[config.mk]
export PLATFORM = sky130hd
export DESIGN_NAME = if_id_skid_reg_flat
export DESIGN_NICKNAME = d
export VERILOG_FILES = /design/src/rtl/if_id_skid_reg_pkg.sv /design/src/rtl/if_id_skid_reg_if.sv /design/src/rtl/if_id_skid_reg_skid_buf.sv /design/src/rtl/if_id_skid_reg.sv /design/src/flat_wrapper.sv
export SDC_FILE = /design/constraint.sdc
export NUM_CORES = 1
export LEC_CHECK = 0
export CORE_MARGIN = 2
export CORE_UTILIZATION = 35
export CTS_CLUSTER_DIAMETER = 80
export CTS_CLUSTER_SIZE = 25
export DETAILED_ROUTE_END_ITERATION = 12
export GPL_ROUTABILITY_DRIVEN = 0
export GPL_TIMING_DRIVEN = 1
export PLACE_DENSITY = 0.58
export SETUP_SLACK_MARGIN = 0.2
export SLEW_MARGIN = 20
export SYNTH_ARGS = -nofsm -noshare
export SYNTH_HDL_FRONTEND = slang
export SYNTH_SLANG_ARGS = --single-unit
export TNS_END_PERCENT = 1
[constraint.sdc]
create_clock -name clk -period 2.75 [get_ports clk]
set_clock_uncertainty 0.2 [all_clocks]
set_input_delay 0.6875 -clock clk [delete_from_list [all_inputs] [get_ports clk]]
set_output_delay 0.6875 -clock clk [all_outputs]
set_load 0.05 [all_outputs]
[src/rtl/if_id_skid_reg_pkg.sv]
`default_nettype none
// ============================================================================
//  Package     : rv32i_pkg
//  Description : RV32I constants shared by the IF/ID pipeline register:
//                canonical NOP encoding and default payload widths.
//  Revision    : 1.0 - initial release
// ============================================================================
package rv32i_pkg;

    // addi x0, x0, 0
    localparam logic [31:0] NOP_INSTR = 32'h0000_0013;

    localparam int DEF_DPW  = 32;
    localparam int DEF_AW   = 32;
    localparam int DEF_CNTW = 8;

endpackage : rv32i_pkg
`default_nettype wire

[src/rtl/if_id_skid_reg_if.sv]
`default_nettype none
// ============================================================================
//  Interface   : if_id_skid_reg_if
//  Description : Valid/ready instruction stream (instr, pc, pc+4).
//                master drives the payload, slave returns ready.
//  Revision    : 1.0 - initial release
// ============================================================================
interface if_id_skid_reg_if
    import rv32i_pkg::*;
#(
    parameter int DPW = DEF_DPW,
    parameter int AW  = DEF_AW
) ();

    logic           valid;
    logic           ready;
    logic [DPW-1:0] instr;
    logic [AW-1:0]  pc;
    logic [AW-1:0]  pcplus4;

    modport master (output valid, output instr, output pc, output pcplus4, input  ready);
    modport slave  (input  valid, input  instr, input  pc, input  pcplus4, output ready);

endinterface : if_id_skid_reg_if
`default_nettype wire

[src/rtl/if_id_skid_reg_skid_buf.sv]
`default_nettype none
// ============================================================================
//  Module      : pipe_skid_buf
//  Description : Generic two-entry valid/ready pipeline register (main output
//                register plus one skid register). in_ready comes straight
//                from a flop so there is no ready path from out to in.
//                flush synchronously drops both entries and any input.
//  Revision    : 1.0 - initial release
// ============================================================================
module pipe_skid_buf #(
    parameter int W = 32
) (
    input  wire logic         clk,
    input  wire logic         rst_n,
    input  wire logic         flush,
    input  wire logic         in_valid,
    output logic              in_ready,
    input  wire logic [W-1:0] in_data,
    output logic              out_valid,
    input  wire logic         out_ready,
    output logic [W-1:0]      out_data,
    output logic              skid_full
);

    logic         r_main_valid;
    logic [W-1:0] r_main_data;
    logic         r_skid_valid;
    logic [W-1:0] r_skid_data;

    logic w_in_fire;
    logic w_main_load;

    // main may take new data when it is empty or being consumed this cycle
    assign w_in_fire   = in_valid && !r_skid_valid;
    assign w_main_load = !r_main_valid || out_ready;

    // entry storage: main refills from skid first, then from input; a blocked input parks in skid
    always_ff @(posedge clk or negedge rst_n) begin
        if (!rst_n) begin
            r_main_valid <= 1'b0;
            r_main_data  <= '0;
            r_skid_valid <= 1'b0;
            r_skid_data  <= '0;
        end else if (flush) begin
            r_main_valid <= 1'b0;
            r_skid_valid <= 1'b0;
        end else if (w_main_load) begin
            if (r_skid_valid) begin
                r_main_data  <= r_skid_data;
                r_main_valid <= 1'b1;
                r_skid_valid <= 1'b0;
            end else if (w_in_fire) begin
                r_main_data  <= in_data;
                r_main_valid <= 1'b1;
            end else begin
                r_main_valid <= 1'b0;
            end
        end else if (w_in_fire) begin
            r_skid_data  <= in_data;
            r_skid_valid <= 1'b1;
        end
    end

    assign in_ready  = !r_skid_valid;
    assign out_valid = r_main_valid;
    assign out_data  = r_main_data;
    assign skid_full = r_skid_valid;

endmodule : pipe_skid_buf
`default_nettype wire

[src/rtl/if_id_skid_reg.sv]
`default_nettype none
// ============================================================================
//  Module      : if_id_skid_reg
//  Description : IF/ID pipeline register with skid buffer. Packs the fetch
//                payload into pipe_skid_buf, presents NOP on the decode side
//                whenever no entry is valid, and counts effective flushes.
//  Revision    : 1.0 - initial release
// ============================================================================
module if_id_skid_reg
    import rv32i_pkg::*;
#(
    parameter int DPW  = DEF_DPW,
    parameter int AW   = DEF_AW,
    parameter int CNTW = DEF_CNTW
) (
    input  wire logic           clk,
    input  wire logic           rst_n,
    input  wire logic           flush,
    if_id_skid_reg_if.slave     in_if,
    if_id_skid_reg_if.master    out_if,
    output logic                skid_full,
    output logic [CNTW-1:0]     flush_cnt
);

    localparam int             c_w       = DPW + 2 * AW;
    localparam logic [DPW-1:0] c_nop     = DPW'(NOP_INSTR);
    localparam logic [CNTW-1:0] c_cnt_max = {CNTW{1'b1}};

    logic [c_w-1:0]  w_in_data;
    logic [c_w-1:0]  w_out_data;
    logic            w_out_valid;
    logic            w_skid_full;
    logic [CNTW-1:0] r_flush_cnt;

    assign w_in_data = {in_if.instr, in_if.pc, in_if.pcplus4};

    pipe_skid_buf #(
        .W (c_w)
    ) u_skid_buf (
        .clk       (clk),
        .rst_n     (rst_n),
        .flush     (flush),
        .in_valid  (in_if.valid),
        .in_ready  (in_if.ready),
        .in_data   (w_in_data),
        .out_valid (w_out_valid),
        .out_ready (out_if.ready),
        .out_data  (w_out_data),
        .skid_full (w_skid_full)
    );

    // pc fields simply hold the last main contents when invalid; instr is forced to NOP
    assign out_if.valid   = w_out_valid;
    assign out_if.instr   = w_out_valid ? w_out_data[c_w-1 -: DPW] : c_nop;
    assign out_if.pc      = w_out_data[2*AW-1 -: AW];
    assign out_if.pcplus4 = w_out_data[AW-1:0];
    assign skid_full      = w_skid_full;

    // saturating count of flushes that actually killed something
    always_ff @(posedge clk or negedge rst_n) begin
        if (!rst_n) begin
            r_flush_cnt <= '0;
        end else if (flush && (w_out_valid || w_skid_full) && (r_flush_cnt != c_cnt_max)) begin
            r_flush_cnt <= r_flush_cnt + CNTW'(1);
        end
    end

    assign flush_cnt = r_flush_cnt;

endmodule : if_id_skid_reg
`default_nettype wire

[src/flat_wrapper.sv]
// flat-port wrapper written by rule: the top's interface ports become plain ports
module if_id_skid_reg_flat import rv32i_pkg::*;
#(
    parameter int DPW  = DEF_DPW,
    parameter int AW   = DEF_AW,
    parameter int CNTW = DEF_CNTW
)
  (clk, rst_n, flush, skid_full, flush_cnt, in_if_valid, in_if_instr, in_if_pc, in_if_pcplus4, in_if_ready, out_if_valid, out_if_instr, out_if_pc, out_if_pcplus4, out_if_ready);
  if_id_skid_reg_if #(.DPW(DPW), .AW(AW)) in_if_i ();
  if_id_skid_reg_if #(.DPW(DPW), .AW(AW)) out_if_i ();
  input  wire logic clk;
  input  wire logic rst_n;
  input  wire logic flush;
  output logic skid_full;
  output logic [CNTW-1:0] flush_cnt;
  input wire logic [$bits(in_if_i.valid)-1:0] in_if_valid;
  input wire logic [$bits(in_if_i.instr)-1:0] in_if_instr;
  input wire logic [$bits(in_if_i.pc)-1:0] in_if_pc;
  input wire logic [$bits(in_if_i.pcplus4)-1:0] in_if_pcplus4;
  output wire logic [$bits(in_if_i.ready)-1:0] in_if_ready;
  output wire logic [$bits(out_if_i.valid)-1:0] out_if_valid;
  output wire logic [$bits(out_if_i.instr)-1:0] out_if_instr;
  output wire logic [$bits(out_if_i.pc)-1:0] out_if_pc;
  output wire logic [$bits(out_if_i.pcplus4)-1:0] out_if_pcplus4;
  input wire logic [$bits(out_if_i.ready)-1:0] out_if_ready;
  assign in_if_i.valid = in_if_valid;
  assign in_if_i.instr = in_if_instr;
  assign in_if_i.pc = in_if_pc;
  assign in_if_i.pcplus4 = in_if_pcplus4;
  assign in_if_ready = in_if_i.ready;
  assign out_if_valid = out_if_i.valid;
  assign out_if_instr = out_if_i.instr;
  assign out_if_pc = out_if_i.pc;
  assign out_if_pcplus4 = out_if_i.pcplus4;
  assign out_if_i.ready = out_if_ready;
  if_id_skid_reg #(.DPW(DPW), .AW(AW), .CNTW(CNTW)) u_core (.clk(clk), .rst_n(rst_n), .flush(flush), .in_if(in_if_i), .out_if(out_if_i), .skid_full(skid_full), .flush_cnt(flush_cnt));
endmodule
==> results_dict.tcl, run 1 <==
set metrics [dict create \
    synth_area_um2 9690 \
    drt-vias-per-instance 4.68 \
    synth.area.top_cells "dfrtp_1 (52%), mux2_2 (27%), mux2_4 (8.7%), buf_4 (5.0%), and2_1 (1.9%)" \
    synth.net_count 761 \
    routed.top_layer "met4" \
    worstPathMaxFanout 6 \
    synth-seq-area-share_pct 52.1 \
    maxCapViolCount 0 \
    placed_area_um2 12200 \
    cp.required_ns 1.86 \
    wl_per_cell_um 17.8 \
    track_usage_pct 14.8 \
    period_share_pct 97.4 \
    r2r-end "u_core.u_skid_buf.out_data[62]$_DFFE_PN0P_" \
    fillers 2411 \
    grt_first_pass_wirelength_mm 34.3 \
    netlist.area_leader.share_pct 52.1 \
    crit_path_start_kind "flop" \
    nNetsFinal 913 \
    drt_iter0_drc 199 \
    grt_max_degree 51 \
    finalHoldViolCount 0 \
    crit_end "flush_cnt[7]" \
    overflow 0 \
    cts_sinks 202 \
    ys_seq_elements 202 \
    reg2reg_from "u_core.u_skid_buf.skid_full$_DFFE_PN0P_" \
    drive_gt1_share_pct 46.0 \
    wl_met2_mm 9.65 \
    p_leak_uw 0.00540 \
    dieArea_um2 29000 \
    dpl.hpwl_mm 14.8 \
    path_buf_inv 1 \
    layout_common_cells "mux2_2 (232), dfrtp_1 (201), clkdlybuf4s50_1 (169)" \
    ys.flop_type "dfrtp_1" \
    layout.area.seq_um2 5060 \
    clkTransAtPathRegs_ns 0.10 \
    path_cells "clkdlybuf4s50_1" \
    setup.worst_path.start "u_core.flush_cnt[7]$_DFFE_PN0P_" \
    ant_nets 0 \
    final_area_um2 12700 \
    routed_wl_mm 21.2 \
    reg2reg_depth 4 \
    critPathMaxStageDelay_ns 0.88 \
    clock_latency_ns 0.47 \
    multi_input_area_um2 3930 \
    tns_ns 0 \
    async_flop_share_pct 100 \
    cts_htree_levels 1 \
    path_depth 1 \
    min_period_ns 2.68 \
    crit_family "buffers and inverters" \
    num_rows 60 \
    drc 0 \
    cts_inserted_buffers 13 \
    hold_class "reg2reg" \
    met1_length_mm 9.78 \
    r2r_slack_ns 0.59 \
    antenna_found_initial 2 \
    critPathArrivalTime_ns 1.79 \
    cts_tree "done" \
    routed-wl-met3_mm 1.42 \
    critPathCaptureType "output pin" \
    path_class "reg2out" \
    postCtsSetupRepairBufs 0 \
    vdd_drop_max_mv 0.468 \
    final_common_cell "mux2_2" \
    core_um2 27100 \
    initial_core_util_pct 35.8 \
    slowest_stage "clkdlybuf4s50_1" \
    via_count 5579 \
    status "finished clean" \
    synth_area_per_cell_um2 14.7 \
    synth-edff-count 0 \
    drv_slew 0 \
    syn_to_final_growth_pct 30.7 \
    first_global_vias 6236 \
    synthCells 659 \
    die_x_um 170 \
    tightestPinTransition_ns 0.597 \
    setup_violations 0 \
    powerDensity_nw_per_um2 717 \
    die_h_um 170 \
    clockBufferDepth 3 \
    synth_area_leader_cell "dfrtp_1" \
    dr.pass1.iters 3 \
    fmax_mhz 373 \
    synth.distinct_cells 29 \
    rsz0062_at_grt "true" \
    relSlewSlack_pct 60.1 \
    cts_root_buf "clkbuf_16" \
    numPortBuffers 207 \
    synth.yosys.warnings 0 \
    io_pins 208 \
]
-- report_power, final --
group	switching, µW	internal (µW)	total, µW
clock network	1070	1120	2190
registers	379	3630	4010
logic	1490	1390	2890
total	2940	6140	9080
-- repair_timing --
item	4_1_cts	5_1_grt
endpoints found under the hold margin	42	0
endpoints found under the setup margin	47	77
hold buffers	1	0
gates cloned	0	0
gates resized for setup	1	1
-- sequential cells by signal, indices dropped and copies added, names as in the netlist --
register and count:
u_core.flush_cnt 8, u_core.u_skid_buf.r_skid_data 96, u_core.u_skid_buf.skid_full 1, u_core.u_skid_buf.out_data 96, u_core.u_skid_buf.out_valid 1
-- synthesized netlist by cell type (2+ instances only) --
cell type  count
a21oi_1        2
nand2b_1       5
mux2_1         5
mux2_4        56
and3_1         3
and2_1        29
nand2_1        4
dfrtp_1      202
nor2_1         4
buf_2         14
nor3_1         2
nand4_1        2
buf_4         64
mux2_2       232
xnor2_1        2
o21ai_0        3
buf_1          3
clkbuf_1       7
buf_6         10
-- cells by family after synthesis --
| logic type | after synthesis | share of synthesized area (%) |
|---|---|---|
| flip-flops | 202 | 52.1 |
| buffers and inverters | 99 | 7.27 |
| multiplexers | 293 | 36.2 |
| AO/OA/AOI/OAI | 8 | 0.503 |
| AND/OR/NAND/NOR | 54 | 3.56 |
| adder cells (fa/ha/maj) | 1 | 0.129 |
| XOR/XNOR | 2 | 0.181 |
-- area by class of cell --
cell class	instances	area share, %
clock inverter	7	0.859
timing repair buffer	235	21.7
antenna	2	0.0395
tap	372	3.67
sequential	202	39.9
clock buffer	14	2.68
multi-input combinational	358	31.1
inverter	1	0.0296
-- metrics by stage --
stage	total power (µW)	setup slack [ns]	hold slack [ns]	std cells	utilization [%]
after floorplan	6080	0.315	0.192	659	-
after global placement	6890	0.148	0.270	1167	45.0
after detailed placement	6970	0.0878	0.287	1167	45.0
after CTS	9220	0.0217	0.311	1189	46.7
after global routing	9540	0.00446	0.326	1189	46.7
final	9080	0.0701	0.303	1191	46.7
-- layer usage --
layer / up-vias / GRT usage (%)
li1: 2542 / -
met4: 0 / 3.01
met1: 2869 / 20.5
met3: 25 / 4.23
met5: - / 0
met2: 143 / 23.2
-- worst min-delay path by stage --
stage	cells past startpoint	from	slack (ns)	to
after floorplan	0	rst_n	0.19	u_core.flush_cnt[0]$_DFFE_PN0P_
after global placement	1	u_core.u_skid_buf.out_data[26]$_DFFE_PN0P_	0.27	u_core.u_skid_buf.out_data[26]$_DFFE_PN0P_
after detailed placement	1	u_core.u_skid_buf.r_skid_data[45]$_DFFE_PN0P_	0.29	u_core.u_skid_buf.r_skid_data[45]$_DFFE_PN0P_
after CTS	1	u_core.u_skid_buf.r_skid_data[45]$_DFFE_PN0P_	0.31	u_core.u_skid_buf.r_skid_data[45]$_DFFE_PN0P_
after global routing	1	u_core.u_skid_buf.r_skid_data[13]$_DFFE_PN0P_	0.33	u_core.u_skid_buf.r_skid_data[13]$_DFFE_PN0P_
final	1	u_core.u_skid_buf.out_data[25]$_DFFE_PN0P_	0.30	u_core.u_skid_buf.out_data[25]$_DFFE_PN0P_
Power figures use the tool's default switching activity.
==> run 2, diff against run 1 <==
Settings changed: HOLD_SLACK_MARGIN from default to 0.05.
==> results of run 2 <==
No change in the layout: final DEF, timing and power equal those of run 1.
